[src/rtl/rf_wb_arbiter_if.sv]
// Writeback bus between the ALU/LSU producers, the arbiter and the register-file write port.
// The slave modport is the arbiter's view of the bus; the master modport is the producer/consumer view.
interface rf_wb_arbiter_if #(
  parameter int unsigned DataWidth = 32
);
  logic                 alu_valid_i;
  logic [4:0]           alu_waddr_i;
  logic [DataWidth-1:0] alu_wdata_i;
  logic                 lsu_valid_i;
  logic                 lsu_ready_o;
  logic [4:0]           lsu_waddr_i;
  logic [DataWidth-1:0] lsu_wdata_i;
  logic [4:0]           rf_waddr_o;
  logic [DataWidth-1:0] rf_wdata_o;
  logic                 rf_we_o;
  logic [31:0]          pend_mask_o;
  logic [2:0]           fifo_cnt_o;
  logic                 err_o;

  modport slave (
    input  alu_valid_i, alu_waddr_i, alu_wdata_i,
    input  lsu_valid_i, lsu_waddr_i, lsu_wdata_i,
    output lsu_ready_o,
    output rf_waddr_o, rf_wdata_o, rf_we_o,
    output pend_mask_o, fifo_cnt_o, err_o
  );

  modport master (
    output alu_valid_i, alu_waddr_i, alu_wdata_i,
    output lsu_valid_i, lsu_waddr_i, lsu_wdata_i,
    input  lsu_ready_o,
    input  rf_waddr_o, rf_wdata_o, rf_we_o,
    input  pend_mask_o, fifo_cnt_o, err_o
  );
endinterface

[src/rtl/rf_wb_arbiter.sv]
// Register-file writeback arbiter: ALU results win each cycle, load responses are buffered
// in order behind them, and one registered write is emitted per cycle.
module rf_wb_arbiter #(
  parameter int unsigned LsuFifoDepth = 2,
  parameter int unsigned DataWidth    = 32
) (
  input  logic           clk_i,
  input  logic           rst_ni,
  rf_wb_arbiter_if.slave bus
);
  typedef struct packed {
    logic [4:0]           addr;
    logic [DataWidth-1:0] data;
  } wb_t;

  localparam logic [2:0] DepthC = 3'(LsuFifoDepth);

  wb_t        fifo_q [LsuFifoDepth];
  wb_t        fifo_d [LsuFifoDepth];
  logic [2:0] cnt_q, cnt_d, push_idx;
  wb_t        out_q, sel_wb;
  logic       we_q, err_q;
  logic       sel_vld, push, pop, lsu_ready, lsu_fire;
  logic [31:0] pend_mask;

  // Ready comes from the registered count, so a full FIFO that pops still refuses a push.
  assign lsu_ready = (cnt_q < DepthC);
  assign lsu_fire  = bus.lsu_valid_i & lsu_ready;

  always_comb begin
    sel_vld = 1'b0;
    sel_wb  = '{addr: bus.alu_waddr_i, data: bus.alu_wdata_i};
    push    = 1'b0;
    pop     = 1'b0;
    if (bus.alu_valid_i) begin
      sel_vld = 1'b1;
      push    = lsu_fire;
    end else if (cnt_q != 3'd0) begin
      sel_vld = 1'b1;
      sel_wb  = fifo_q[0];
      pop     = 1'b1;
      push    = lsu_fire;
    end else if (lsu_fire) begin
      sel_vld = 1'b1;
      sel_wb  = '{addr: bus.lsu_waddr_i, data: bus.lsu_wdata_i};
    end
  end

  // Shift-down FIFO: entry 0 is always the head, tail slot accounts for a same-cycle pop.
  always_comb begin
    push_idx = cnt_q - {2'b00, pop};
    for (int i = 0; i < LsuFifoDepth; i++) begin
      fifo_d[i] = fifo_q[i];
      if (pop && (i < LsuFifoDepth - 1)) fifo_d[i] = fifo_q[i+1];
      if (push && (3'(i) == push_idx))
        fifo_d[i] = '{addr: bus.lsu_waddr_i, data: bus.lsu_wdata_i};
    end
    cnt_d = cnt_q + {2'b00, push} - {2'b00, pop};
  end

  always_comb begin
    pend_mask = '0;
    for (int i = 0; i < LsuFifoDepth; i++)
      if (3'(i) < cnt_q) pend_mask[fifo_q[i].addr] = 1'b1;
    if (we_q) pend_mask[out_q.addr] = 1'b1;
    pend_mask[0] = 1'b0;
  end

  always_ff @(posedge clk_i or negedge rst_ni) begin
    if (!rst_ni) begin
      for (int i = 0; i < LsuFifoDepth; i++) fifo_q[i] <= '0;
      cnt_q <= '0;
      out_q <= '0;
      we_q  <= 1'b0;
      err_q <= 1'b0;
    end else begin
      for (int i = 0; i < LsuFifoDepth; i++) fifo_q[i] <= fifo_d[i];
      cnt_q <= cnt_d;
      we_q  <= sel_vld && (sel_wb.addr != 5'd0);
      if (sel_vld) out_q <= sel_wb;
      if (bus.alu_valid_i && (bus.alu_waddr_i != 5'd0) && pend_mask[bus.alu_waddr_i])
        err_q <= 1'b1;
    end
  end

  assign bus.lsu_ready_o = lsu_ready;
  assign bus.rf_we_o     = we_q;
  assign bus.rf_waddr_o  = out_q.addr;
  assign bus.rf_wdata_o  = out_q.data;
  assign bus.pend_mask_o = pend_mask;
  assign bus.fifo_cnt_o  = cnt_q;
  assign bus.err_o       = err_q;
endmodule
[src/flat_wrapper.sv]
// flat-port wrapper written by rule: the top's interface ports become plain ports
module rf_wb_arbiter_flat 
#(
  parameter int unsigned LsuFifoDepth = 2,
  parameter int unsigned DataWidth    = 32
)
  (clk_i, rst_ni, bus_alu_valid_i, bus_alu_waddr_i, bus_alu_wdata_i, bus_lsu_valid_i, bus_lsu_waddr_i, bus_lsu_wdata_i, bus_lsu_ready_o, bus_rf_waddr_o, bus_rf_wdata_o, bus_rf_we_o, bus_pend_mask_o, bus_fifo_cnt_o, bus_err_o);
  rf_wb_arbiter_if #(.DataWidth(DataWidth)) bus_i ();
  input  logic clk_i;
  input  logic rst_ni;
  input wire logic [$bits(bus_i.alu_valid_i)-1:0] bus_alu_valid_i;
  input wire logic [$bits(bus_i.alu_waddr_i)-1:0] bus_alu_waddr_i;
  input wire logic [$bits(bus_i.alu_wdata_i)-1:0] bus_alu_wdata_i;
  input wire logic [$bits(bus_i.lsu_valid_i)-1:0] bus_lsu_valid_i;
  input wire logic [$bits(bus_i.lsu_waddr_i)-1:0] bus_lsu_waddr_i;
  input wire logic [$bits(bus_i.lsu_wdata_i)-1:0] bus_lsu_wdata_i;
  output wire logic [$bits(bus_i.lsu_ready_o)-1:0] bus_lsu_ready_o;
  output wire logic [$bits(bus_i.rf_waddr_o)-1:0] bus_rf_waddr_o;
  output wire logic [$bits(bus_i.rf_wdata_o)-1:0] bus_rf_wdata_o;
  output wire logic [$bits(bus_i.rf_we_o)-1:0] bus_rf_we_o;
  output wire logic [$bits(bus_i.pend_mask_o)-1:0] bus_pend_mask_o;
  output wire logic [$bits(bus_i.fifo_cnt_o)-1:0] bus_fifo_cnt_o;
  output wire logic [$bits(bus_i.err_o)-1:0] bus_err_o;
  assign bus_i.alu_valid_i = bus_alu_valid_i;
  assign bus_i.alu_waddr_i = bus_alu_waddr_i;
  assign bus_i.alu_wdata_i = bus_alu_wdata_i;
  assign bus_i.lsu_valid_i = bus_lsu_valid_i;
  assign bus_i.lsu_waddr_i = bus_lsu_waddr_i;
  assign bus_i.lsu_wdata_i = bus_lsu_wdata_i;
  assign bus_lsu_ready_o = bus_i.lsu_ready_o;
  assign bus_rf_waddr_o = bus_i.rf_waddr_o;
  assign bus_rf_wdata_o = bus_i.rf_wdata_o;
  assign bus_rf_we_o = bus_i.rf_we_o;
  assign bus_pend_mask_o = bus_i.pend_mask_o;
  assign bus_fifo_cnt_o = bus_i.fifo_cnt_o;
  assign bus_err_o = bus_i.err_o;
  rf_wb_arbiter #(.LsuFifoDepth(LsuFifoDepth), .DataWidth(DataWidth)) u_core (.clk_i(clk_i), .rst_ni(rst_ni), .bus(bus_i));
endmodule
[config.mk]
export PLATFORM = sky130hd
export DESIGN_NAME = rf_wb_arbiter_flat
export DESIGN_NICKNAME = d
export VERILOG_FILES = /design/src/rtl/rf_wb_arbiter_if.sv /design/src/rtl/rf_wb_arbiter.sv /design/src/flat_wrapper.sv
export SDC_FILE = /design/constraint.sdc
export NUM_CORES = 1
export LEC_CHECK = 0
export BUFFER_PORTS_ARGS = -buffer_cell sky130_fd_sc_hd__clkbuf_2
export CAP_MARGIN = 20
export CORE_MARGIN = 2
export CORE_UTILIZATION = 49
export CTS_CLUSTER_SIZE = 16
export DETAILED_ROUTE_END_ITERATION = 10
export PLACE_DENSITY = 0.79
export SLEW_MARGIN = 5
export SYNTH_ARGS = -nofsm -noshare
export SYNTH_HDL_FRONTEND = slang
export SYNTH_SLANG_ARGS = --single-unit
[constraint.sdc]
create_clock -name clk_i -period 3.24 [get_ports clk_i]
set_input_delay 0.162 -clock clk_i [delete_from_list [all_inputs] [get_ports clk_i]]
set_output_delay 0.162 -clock clk_i [all_outputs]
set_load 0.01 [all_outputs]
==> metrics.md, run 1 <==
| Metric | Value |
|---|---|
| Status | `complete, no violations` |
| Sw power | `0.00270 W` |
| Initial antenna violation count | `0` |
| Max Fclk | `338 MHz` |
| Clk_skew | `0.00809 ns` |
| DP Cell Count | `952` |
| Async S/R FF share, synth | `1.00` |
| Reg power frac | `0.360` |
| Setup ws final | `0.279 ns` |
| DR pass1 iterations | `8` |
| Ys flop type | `dfrtp_1` |
| Hold Vio Cnt, Final | `0` |
| Die area | `13900 um2` |
| Most common cell after layout, fill and taps aside | `clkbuf_2` |
| DR DRC count | `0` |
| FF/Latch Area | `just under 3000 um2` |
| Chip Height | `around 120 um` |
| Final #Nets | `909` |
| Cell Area, Synth | `between 6000 and 7000 um2` |
| First-pass GRT wire length | `approximately 30000 um` |
| Post-DP HPWL | `around 12000 um` |
| Slew Viols, Final | `0` |
| Initial core utilization | `0.504` |
| Layout cell share with drive strength beyond 1 | `0.261` |
| Post-synthesis cell type count | `57` |
| Setup_tns | `0 ns` |
| Startpoint types | `flop` |
| Net Count, Synth | `roughly 760` |
| Pre-CTS setup slack | `0.300 ns` |
| Least-Margin Pin Slew | `1.01 ns` |
| Gate power share | `0.371` |
| Crit path DAT | `between 3 and 4 ns` |
| FP Rows | `41` |
| # fillers | `just over 1000` |
| Clock Path Buffers | `2` |
| Warnings, synthesis | `0` |
| Final cell count without fillers | `1010` |
| Worst hold path type | `in -> reg` |
| H-tree levels | `4` |
| Tot GR Track Use | `0.263` |
| Iteration-0 DRC Markers | `618` |
| Post-synth EDFFs | `0` |
| Core ar. | `12600 um2` |
| Crit path max fanout | `9` |
| Minimum clock period | `between 2 and 3 ns` |
| Leakage Power | `3.92 nW` |
| Final setup viols | `0` |
| Tcrit/Tclk final | `0.914` |
| Clk slew on worst S/H paths | `0.06 ns` |
| Die W | `118 um` |
| Inserted Clock Buffers | `17` |
| Hold path cells | `2` |
| Number of max-cap violations | `0` |
| Max-slew headroom | `0.328` |
| Crit path kind | `reg -> reg` |
| Critical Path End Type | `flop` |
| DR vias | `between 5000 and 6000` |
| # clock sinks | `116` |
| Overflow after GRT | `0` |
| Multi-input gate area | `3220 um2` |
| Mapped Avg Cell Area | `9.47 um2` |
| Root Driver | `clkbuf_16` |
| R2R depth | `8` |
| GPL Wtd Cong | `0.919` |
| N_diodes | `0` |
| Switching Share | `0.374` |
| Most frequent cells in the layout | `150 x clkbuf_2, 116 x dfrtp_1, 81 x nor2_1` |
| RSZ-0062 raised after global routing | `false` |
| Peak VDD IR | `a little over 0.4 mV` |
| Largest net degree at the start of global routing | `117` |
| Required time worst endpoint | `~3.6 ns` |
| Vias in the first global route | `5791` |
| I/O pin cnt | `around 150` |
| Layout area overhead | `28.4%` |
| Pwr dens | `between 800 and 900 nW/um2` |
| Final Core Density | `0.647` |
| Sequential element share of the synthesized area | `0.457` |
| Final ANT Viol Nets | `0` |
| Vias per cell | `5.79` |
| Port buffer count | `between 150 and 200` |
| Final WL | `17700 um` |
| WL/cell | `17.5 um` |
| Int Pwr | `0.00453 W` |
| Mapped Cells | `671` |
| R2R Setup Slk | `0.28 ns` |
| CTS tree | `built` |
| Synth Register Bits | `116` |
| Latest clock arrival within the worst-skew pair | `0.40 ns` |
| Clock share of power | `0.269` |
==> per-layer routing <==
metal / vias up / global-route usage / wire (um)
met5: - / 0 / 0
met4: 0 / 0.0904 / 316
met3: 23 / 0.0601 / 1180
met2: 240 / 0.428 / 8580
met1: 2841 / 0.345 / 7610
li1: 2744 / - / -
==> layout make-up <==
cell class	instances	area share
Multi-Input combinational cell	485	0.394
Sequential cell	116	0.356
Timing Repair Buffer	191	0.141
Clock buffer	21	0.0589
Tap cell	172	0.0264
Clock inverter	11	0.0182
Inverter	14	0.00644
==> metrics by stage <==
stage          power [W]  instance area, um2  hold WS [ns]
3_3_place_gp     0.00516                7270         0.303
3_5_place_dp     0.00523                7270         0.305
4_1_cts          0.00725                8160       0.00454
5_1_grt          0.00770                8160       0.00197
2_1_floorplan    0.00426                6360        -0.134
6_report         0.00724                8160        0.0165
==> final timing paths <==
path / start / to
min in group asynchronous: rst_ni / u_core.bus.rf_wdata_o[14]
min: bus_lsu_wdata_i[30] / u_core.fifo_q[30]
min reg2reg: u_core.fifo_q[27] / u_core.fifo_q[27]
max reg2reg: u_core.bus.fifo_cnt_o[1] / u_core.bus.err_o
max in group asynchronous: rst_ni / u_core.bus.fifo_cnt_o[0]
max: u_core.bus.fifo_cnt_o[1] / u_core.bus.err_o
==> cells by family (layout without fill, tap and decap cells) <==
| group | Yosys count | count (layout) | synth area share |
|---|---|---|---|
| flip-flops | 116 | 116 | 0.457 |
| XOR/XNOR | 2 | 2 | 0.00276 |
| AO/OA/AOI/OAI | 201 | 201 | 0.204 |
| adder cells (fa/ha/maj) | 6 | 6 | 0.0130 |
| other | 1 | 1 | 0.000590 |
| multiplexers | 77 | 77 | 0.133 |
| AND/OR/NAND/NOR | 198 | 198 | 0.147 |
| buffers and inverters | 70 | 237 | 0.0425 |
==> power by group through the flow <==
stage,combinational (W),sequential [W],clock (W)
floorplan,0.00175,0.00251,0
global placement,0.00258,0.00258,0
detailed placement,0.00264,0.00260,0
CTS,0.00268,0.00260,0.00198
global route,0.00297,0.00270,0.00204
finish,0.00268,0.00260,0.00195
==> registers in the layout, indices dropped and copies added (netlist names) <==
register               cells
u_core.fifo_q             74
u_core.bus.rf_wdata_o     32
u_core.bus.rf_waddr_o      5
u_core.bus.fifo_cnt_o      3
u_core.bus.err_o           1
u_core.bus.rf_we_o         1
==> synthesized netlist by cell type, drive strengths merged (4+ instances only) <==
| master | instances | area [um2] |
|---|---|---|
| a21oi | 50 | 250 |
| a222oi | 11 | 110 |
| a22oi | 28 | 210 |
| a31oi | 27 | 169 |
| and3 | 5 | 31.3 |
| and3b | 9 | 78.8 |
| buf | 8 | 37.5 |
| clkbuf | 48 | 180 |
| dfrtp | 116 | 2900 |
| ha | 5 | 62.6 |
| inv | 14 | 52.6 |
| mux2 | 38 | 428 |
| mux2i | 37 | 370 |
| nand2 | 66 | 248 |
| nand2b | 5 | 31.3 |
| nor2 | 81 | 304 |
| nor3b | 10 | 90.1 |
| o211a | 5 | 50.1 |
| o211ai | 8 | 60.1 |
| o21a | 4 | 30.0 |
| o21ai | 48 | 240 |
==> critical path, cell delays in order, from the launching register on <==
cell	delay, ns
dfrtp_1	0.46
inv_1	0.16
ha_1	0.32
nor2b_4	0.18
or3_1	0.46
o21a_1	0.25
mux4_2	0.45
a2111o_1	0.43
o221ai_2	0.17
==> timing repair <==
action | CTS | global route
gates resized for setup | 0 | 0
hold buffers | 26 | 0
hold endpoints to repair | 141 | 0
buffers inserted | 0 | 0
(Power assumes the default switching activity.)
==> inputs of run 2 (changes only) <==
--- a/config.mk
+++ b/config.mk
@@ -5,13 +5,15 @@
 export SDC_FILE = /design/constraint.sdc
 export NUM_CORES = 1
 export LEC_CHECK = 0
+export ABC_AREA = 1
 export BUFFER_PORTS_ARGS = -buffer_cell sky130_fd_sc_hd__clkbuf_2
 export CAP_MARGIN = 20
+export CORE_ASPECT_RATIO = 1.4
 export CORE_MARGIN = 2
-export CORE_UTILIZATION = 49
+export CORE_UTILIZATION = 52
 export CTS_CLUSTER_SIZE = 16
 export DETAILED_ROUTE_END_ITERATION = 10
-export PLACE_DENSITY = 0.79
+export PLACE_DENSITY = 0.8
 export SLEW_MARGIN = 5
 export SYNTH_ARGS = -nofsm -noshare
 export SYNTH_HDL_FRONTEND = slang
==> constraint.sdc (replaced) <==
create_clock -name clk_i -period 3 [get_ports clk_i]
set_input_delay 0.15 -clock clk_i [delete_from_list [all_inputs] [get_ports clk_i]]
set_output_delay 0.15 -clock clk_i [all_outputs]
set_load 0.01 [all_outputs]
==> run 2 against run 1 <==
Net effect:
- fmax up 11%
- register-to-register slack better by 0.04 ns
- routed wire length up 18%
- sequential share of layout area down 0.50 points
- combinational power up 29%
- sequential cell count unchanged
- clock skew down 0.0012 ns
- clock power up 3%
- non-clock buffer count up 5
- final area up 1.4%
- die area down 3.2%
- via count up 18%
- largest cell class unchanged
==> metrics.md, run 2 <==
| Metric | Value |
|---|---|
| Chip Height | `136 um (was 118 um)` |
| Initial core utilization | `0.532 (was 0.504)` |
| Overflow after GRT | `0 (unchanged)` |
| Clk slew on worst S/H paths | `0.05 ns (was 0.06 ns)` |
| Vias in the first global route | `6582 (was 5791)` |
| Commonest cells post-synth | `203 x nand2_1, 172 x nand3_1, 116 x dfrtp_1, 98 x nor2_1, 52 x inv_1 (was 116 x dfrtp_1, 81 x nor2_1, 66 x nand2_1, 50 x a21oi_1, 48 x clkbuf_1)` |
| DR vias | `6898 (was 5848)` |
| Final WL | `20900 um (was 17700 um)` |
| Final #Nets | `1110 (was 909)` |
| Final cell count without fillers | `1188 (was 1010)` |
| Hold Vio Cnt, Final | `0 (unchanged)` |
| Crit path max fanout | `52 (was 9)` |
| RSZ-0062 raised after global routing | `false (unchanged)` |
| Resized Gates After CTS | `0 (unchanged)` |
| Min-delay src | `bus_lsu_wdata_i[10] (was bus_lsu_wdata_i[30])` |
| CTS tree | `built (unchanged)` |
| Initial antenna violation count | `0 (unchanged)` |
| Final setup viols | `0 (unchanged)` |
| Clk_skew | `0.00692 ns (was 0.00809 ns)` |
| # clock sinks | `116 (unchanged)` |
| Minimum clock period | `2.68 ns (was 2.96 ns)` |
| Layout area overhead | `27.1% (was 28.4%)` |
| Gate power share | `0.419 (was 0.371)` |
| Root Driver | `clkbuf_16 (unchanged)` |
| Most common cell after layout, fill and taps aside | `nand2_1 (was clkbuf_2)` |
| Core ar. | `12300 um2 (was 12600 um2)` |
| Async S/R FF share, synth | `1.00 (unchanged)` |
| Crit path kind | `reg -> reg (unchanged)` |
| Synth Register Bits | `116 (unchanged)` |
| Number of max-cap violations | `0 (unchanged)` |
| Slew Viols, Final | `0 (unchanged)` |
| Iteration-0 DRC Markers | `440 (was 618)` |
| Required time worst endpoint | `3.29 ns (was 3.56 ns)` |
| DP Cell Count | `1129 (was 952)` |
| Worst hold path type | `in -> reg (unchanged)` |
| Switching Share | `0.417 (was 0.374)` |
| FF-to-FF Start | `u_core.bus.fifo_cnt_o[1] (unchanged)` |
| I/O pin cnt | `153 (unchanged)` |
| Setup_tns | `0 ns (unchanged)` |
| Largest net degree at the start of global routing | `71 (was 117)` |
| Leakage Power | `4.16 nW (was 3.92 nW)` |
| Final Core Density | `0.676 (was 0.647)` |
| Max Fclk | `373 MHz (was 338 MHz)` |
| Clock share of power | `0.241 (was 0.269)` |
| Ys flop type | `dfrtp_1 (unchanged)` |
| Least-Margin Pin Slew | `0.895 ns (was 1.01 ns)` |
| Cell Area, Synth | `6510 um2 (was 6360 um2)` |
| Mapped Cells | `856 (was 671)` |
| Tcrit/Tclk final | `0.893 (was 0.914)` |
| N_diodes | `0 (unchanged)` |
| DR DRC count | `0 (unchanged)` |
| First-pass GRT wire length | `33400 um (was 29200 um)` |
| Clock Path Buffers | `2 (unchanged)` |
| Synth area leaders | `dfrtp_1 45%, nand3_1 13%, nand2_1 12% (was dfrtp_1 46%, mux2i_1 5.8%, mux2_1 5.3%)` |
| CP startpoint | `u_core.bus.fifo_cnt_o[1] (unchanged)` |
| Layout cell share with drive strength beyond 1 | `0.229 (was 0.261)` |
| Mapped Avg Cell Area | `7.61 um2 (was 9.47 um2)` |
| Latest clock arrival within the worst-skew pair | `0.41 ns (was 0.40 ns)` |
| FP Rows | `48 (was 41)` |
| DR pass1 iterations | `5 (was 8)` |
| Most common cell in the netlist | `nand2_1 (was dfrtp_1)` |
| Share of the synthesized area in the top cell type | `0.446 (was 0.457)` |
| Die area | `13400 um2 (was 13900 um2)` |
| Post-synth EDFFs | `0 (unchanged)` |
| Max-slew headroom | `0.404 (was 0.328)` |
| Leading area contributor after synthesis | `dfrtp_1 (unchanged)` |
| R2R Setup Slk | `0.32 ns (was 0.28 ns)` |
| GPL Wtd Cong | `0.995 (was 0.919)` |
| Tot GR Track Use | `0.315 (was 0.263)` |
| Status | `complete, no violations (unchanged)` |
| Critical Path End Type | `flop (unchanged)` |
| Peak VDD IR | `0.542 mV (was 0.405 mV)` |
| Post-synthesis cell type count | `36 (was 57)` |
| Final ANT Viol Nets | `0 (unchanged)` |
| Sequential element share of the synthesized area | `0.446 (was 0.457)` |
| Setup bufs post-CTS | `0 (unchanged)` |
| H-tree levels | `4 (unchanged)` |
| Most frequent cells in the layout | `203 x nand2_1, 172 x nand3_1, 150 x clkbuf_2 (was 150 x clkbuf_2, 116 x dfrtp_1, 81 x nor2_1)` |
| Int Pwr | `0.00483 W (was 0.00453 W)` |
| Net Count, Synth | `940 (was 755)` |
| Vias per cell | `5.81 (was 5.79)` |
| Pwr dens | `1000 nW/um2 (was 886 nW/um2)` |
| Crit path DAT | `2.97 ns (was 3.29 ns)` |
| Reg with most FFs | `u_core.fifo_q (unchanged)` |
| Number of flip-flops in the largest register | `74 (unchanged)` |
| Startpoint types | `flop (unchanged)` |
| Reg power frac | `0.340 (was 0.360)` |
| Inserted Clock Buffers | `17 (unchanged)` |
| Sw power | `0.00345 W (was 0.00270 W)` |
| WL/cell | `17.6 um (was 17.5 um)` |
| Post-DP HPWL | `14200 um (was 11800 um)` |
| Die W | `98.6 um (was 118 um)` |
| Warnings, synthesis | `0 (unchanged)` |
| Port buffer count | `151 (unchanged)` |
[run 2: changes by cell type in the layout (fill, tap and decap cells not counted), moves of 12 or more]
cell and delta:
nand2_1 +138, a21oi_1 -30, mux2_1 -28, mux2i_1 -37
inv_1 +39, nand3_1 +170, mux2_2 +12, nor2_1 +17
a22oi_1 -25
[run 2: what timing repair did]
| item | in CTS | in global routing |
|---|---|---|
| endpoints found under the hold margin | 95 | 0 |
| hold buffers | 28 | 0 |
| setup endpoints to repair | 0 | 0 |
[run 2: worst paths after layout]
path,end,cells after the start
hold / removal,u_core.fifo_q[10],2
setup reg to reg,u_core.fifo_q[23],12
max in group asynchronous,u_core.fifo_q[0],3
hold reg to reg,u_core.bus.err_o,2
min in group asynchronous,u_core.bus.rf_wdata_o[19],2
setup / recovery,u_core.fifo_q[23],12
[run 2: cell type report]
cell class / count / area, um2
multi-input combinational: 637 / 3190
sequential: 116 / 2900
tap: 150 / 188
clock inverter: 9 / 103
inverter: 58 / 218
fill: 1064 / 3970
timing repair buffer: 196 / 1190
clock buffer: 22 / 484
[run 2: power groups by stage]
stage | combinational [W] | clock [W] | sequential, W
finish | 0.00347 | 0.00200 | 0.00281
detailed placement | 0.00339 | 0 | 0.00280
CTS | 0.00345 | 0.00201 | 0.00279
global route | 0.00384 | 0.00209 | 0.00289
floorplan | 0.00213 | 0 | 0.00279
global placement | 0.00333 | 0 | 0.00279
[run 2: logic make-up (layout without fill, tap and decap cells)]
logic type | count (synthesis) | count (layout) | synth area share
xor+xnor | 1 | 1 | 0.00135
simple gates | 497 | 497 | 0.333
other cells | 1 | 1 | 0.000576
compound gates | 110 | 110 | 0.105
buf+inv | 103 | 285 | 0.0638
mux | 22 | 22 | 0.0380
fa+ha+maj | 6 | 6 | 0.0127
flops | 116 | 116 | 0.446
[run 2: per-stage QoR]
step,total power [W],instance area [um2],worst slack [ns],hold slack (ns)
after floorplan,0.00492,6510,0.173,-0.146
after global placement,0.00612,7410,0.484,0.327
after detailed placement,0.00620,7410,0.416,0.328
after CTS,0.00825,8280,0.335,0.00159
after global routing,0.00882,8280,0.106,0.00391
final,0.00828,8280,0.321,0.00969
[run 2: routing by layer]
layer	GRT usage	vias up	wire (um)
met1	0.379	3265	7760
met4	0.145	0	860
met3	0.0560	56	1360
li1	-	3239	-
met2	0.548	338	10900
met5	0	-	0
[run 2: critical path, cell delays in order, from the launching register on]
cell     delay, ns
dfrtp_1       0.41
inv_1         0.15
nand3_2       0.12
nand2_1       0.11
inv_2         0.04
ha_1          0.22
inv_1         0.07
ha_1          0.22
a21oi_1       0.14
o21ai_1       0.16
nor3_4        0.24
buf_12        0.28
mux2_2        0.38
==> inputs of run 3 (changes only) <==
--- a/config.mk
+++ b/config.mk
@@ -10,10 +10,10 @@
 export CAP_MARGIN = 20
 export CORE_ASPECT_RATIO = 1.4
 export CORE_MARGIN = 2
-export CORE_UTILIZATION = 52
+export CORE_UTILIZATION = 59
 export CTS_CLUSTER_SIZE = 16
 export DETAILED_ROUTE_END_ITERATION = 10
-export PLACE_DENSITY = 0.8
+export PLACE_DENSITY = 0.88
 export SLEW_MARGIN = 5
 export SYNTH_ARGS = -nofsm -noshare
 export SYNTH_HDL_FRONTEND = slang
==> constraint.sdc (replaced) <==
create_clock -name clk_i -period 3.1 [get_ports clk_i]
set_input_delay 0.155 -clock clk_i [delete_from_list [all_inputs] [get_ports clk_i]]
set_output_delay 0.155 -clock clk_i [all_outputs]
set_load 0.01 [all_outputs]
==> run 3 against run 2 <==
Net effect:
- sequential cell count unchanged
- routed wire length increased by 8.1%
- first-iteration DRC count increased by 48%
- critical path depth increased by 2
- register-to-register slack got worse by 0.03 ns
- hold slack got worse by 0.0090 ns
- sequential share of layout area increased by 0.18 points
- global-route usage increased by 7.3 points
- final area decreased by 0.51%
- fmax decreased by 4.7%
==> metrics.md, run 3 (synthesis gave the netlist of run 2 again) <==
| Metric | Value |
|---|---|
| Status | `complete, no violations (unchanged)` |
| Clk slew on worst S/H paths | `0.05 ns (about the same)` |
| Tcrit/Tclk final | `0.907 (was 0.893)` |
| Number of flip-flops in the largest register | `74 (unchanged)` |
| Final WL | `22600 um (was 20900 um)` |
| Startpoint types | `flop (unchanged)` |
| Int Pwr | `0.00494 W (was 0.00483 W)` |
| N_diodes | `0 (unchanged)` |
| Reg power frac | `0.326 (was 0.340)` |
| Final setup viols | `0 (unchanged)` |
| Overflow after GRT | `0 (unchanged)` |
| Initial core utilization | `0.602 (was 0.532)` |
| CTS tree | `built (unchanged)` |
| Post-DP Area | `7390 um2 (was 7410 um2)` |
| Slew Viols, Final | `0 (unchanged)` |
| Sw power | `0.00348 W (was 0.00345 W)` |
| Layout area overhead | `26.5% (was 27.1%)` |
| DR DRC count | `0 (unchanged)` |
| Largest net degree at the start of global routing | `71 (unchanged)` |
| Setup_tns | `0 ns (unchanged)` |
| Switching Share | `0.413 (was 0.417)` |
| FP Rows | `45 (was 48)` |
| Hold slack | `0.000703 ns (was 0.00969 ns)` |
| # clock sinks | `116 (unchanged)` |
| DR pass1 iterations | `8 (was 5)` |
| Clock share of power | `0.265 (was 0.241)` |
| Setup bufs post-CTS | `0 (unchanged)` |
| Crit path DAT | `3.15 ns (was 2.97 ns)` |
| Tot GR Track Use | `0.388 (was 0.315)` |
| Port buffer count | `151 (unchanged)` |
| Hold Vio Cnt, Final | `0 (unchanged)` |
| I/O pin cnt | `153 (unchanged)` |
| Leakage Power | `4.15 nW (was 4.16 nW)` |
| Max-slew headroom | `0.409 (was 0.404)` |
| Inserted Clock Buffers | `17 (unchanged)` |
| Final ANT Viol Nets | `0 (unchanged)` |
| Number of max-cap violations | `0 (unchanged)` |
| # fillers | `779 (was 1064)` |
| Reg with most FFs | `u_core.fifo_q (unchanged)` |
| Peak VDD IR | `0.717 mV (was 0.542 mV)` |
| Critical Path End Type | `flop (unchanged)` |
| WL/cell | `19.3 um (was 17.6 um)` |
| Core ar. | `10800 um2 (was 12300 um2)` |
| H-tree levels | `4 (unchanged)` |
| Die W | `92.8 um (was 98.6 um)` |
| Initial antenna violation count | `0 (unchanged)` |
| Gate power share | `0.408 (was 0.419)` |
| Minimum clock period | `2.81 ns (was 2.68 ns)` |
| Least-Margin Pin Slew | `0.887 ns (was 0.895 ns)` |
| Root Driver | `clkbuf_16 (unchanged)` |
| Clock Path Buffers | `2 (unchanged)` |
| Crit path max fanout | `31 (was 52)` |
| Clk_skew | `0.00869 ns (was 0.00692 ns)` |
| Vias per cell | `6.22 (was 5.81)` |
| GPL Wtd Cong | `1.03 (was 0.995)` |
| Most common cell after layout, fill and taps aside | `nand2_1 (unchanged)` |
| Crit path kind | `reg -> reg (unchanged)` |
| Post-DP HPWL | `14100 um (was 14200 um)` |
| Final Core Density | `0.762 (was 0.676)` |
| First-pass GRT wire length | `35700 um (was 33400 um)` |
| Layout cell share with drive strength beyond 1 | `0.229 (about the same)` |
| Latest clock arrival within the worst-skew pair | `0.42 ns (was 0.41 ns)` |
| Pwr dens | `1020 nW/um2 (was 1000 nW/um2)` |
| Chip Height | `128 um (was 136 um)` |
| Required time worst endpoint | `3.43 ns (was 3.29 ns)` |
| Iteration-0 DRC Markers | `652 (was 440)` |
| Most frequent cells in the layout | `203 x nand2_1, 172 x nand3_1, 150 x clkbuf_2 (unchanged)` |
| Final #Nets | `1098 (was 1110)` |
| Die area | `11900 um2 (was 13400 um2)` |
| Max Fclk | `356 MHz (was 373 MHz)` |
| Worst hold path type | `in -> reg (unchanged)` |
| RSZ-0062 raised after global routing | `false (unchanged)` |
| Cell area after layout | `8240 um2 (was 8280 um2)` |
| Vias in the first global route | `7041 (was 6582)` |
| DR vias | `7257 (was 6898)` |
-- run 3: through the flow --
step	cells	setup WS [ns]	power (W)
detailed placement	1119	0.334	0.00597
global route	1167	0.0355	0.00887
global placement	1119	0.479	0.00587
floorplan	856	0.273	0.00476
CTS	1167	0.204	0.00829
finish	1167	0.289	0.00842
-- run 3: area by class of cell --
type,count,area (um2),area share
clock buffers,22,464,0.0563
clock inverters,9,200,0.0243
inverters,58,218,0.0264
multi-input cells,637,3200,0.388
flip-flops and latches,116,2900,0.352
well taps,141,176,0.0214
repair buffers,184,1080,0.131
-- run 3: power by group through the flow --
stage | Sequential, W | Combinational (W) | Clock, W
after floorplan | 0.00270 | 0.00206 | 0
after global placement | 0.00268 | 0.00318 | 0
after detailed placement | 0.00271 | 0.00327 | 0
after CTS | 0.00271 | 0.00336 | 0.00222
after global routing | 0.00281 | 0.00375 | 0.00231
final | 0.00275 | 0.00344 | 0.00223
-- run 3: metal layers --
metal  track usage  share of wire  routed length [um]  vias up
met3        0.0805          0.075                1700      137
met1         0.435           0.35                7800     3416
li1              -              -                   -     3219
met2         0.671           0.51               11600      485
met5             0              0                   0        -
met4         0.245          0.065                1480        0
-- run 3: critical path, stage by stage, from the launching register on --
cell     delay (ns)
dfrtp_1        0.43
inv_1          0.18
nand3_2        0.13
nand2_1        0.13
inv_2          0.05
ha_1           0.23
inv_1          0.08
ha_1           0.23
a21oi_1        0.13
o21ai_1        0.14
nor3_4         0.20
buf_6          0.30
buf_4          0.30
nor2_1         0.07
a21oi_1        0.14
-- run 3: final timing paths --
check | slack, ns | endpoint | cells after the start | startpoint
max | 0.29 | u_core.fifo_q[6] | 14 | u_core.bus.fifo_cnt_o[1]
min | 0.0007 | u_core.bus.rf_wdata_o[19] | 3 | bus_alu_wdata_i[19]
max reg2reg | 0.29 | u_core.fifo_q[6] | 14 | u_core.bus.fifo_cnt_o[1]
min reg2reg | 0.47 | u_core.bus.err_o | 2 | u_core.bus.err_o
max in group asynchronous | 1.89 | u_core.bus.rf_wdata_o[8] | 3 | rst_ni
min in group asynchronous | 0.42 | u_core.bus.rf_wdata_o[28] | 2 | rst_ni
-- run 3: timing repair --
action | in CTS | in global routing
hold endpoints to repair | 82 | 0
resized for setup | 0 | 2
setup endpoints to repair | 0 | 7
hold buffers | 17 | 0
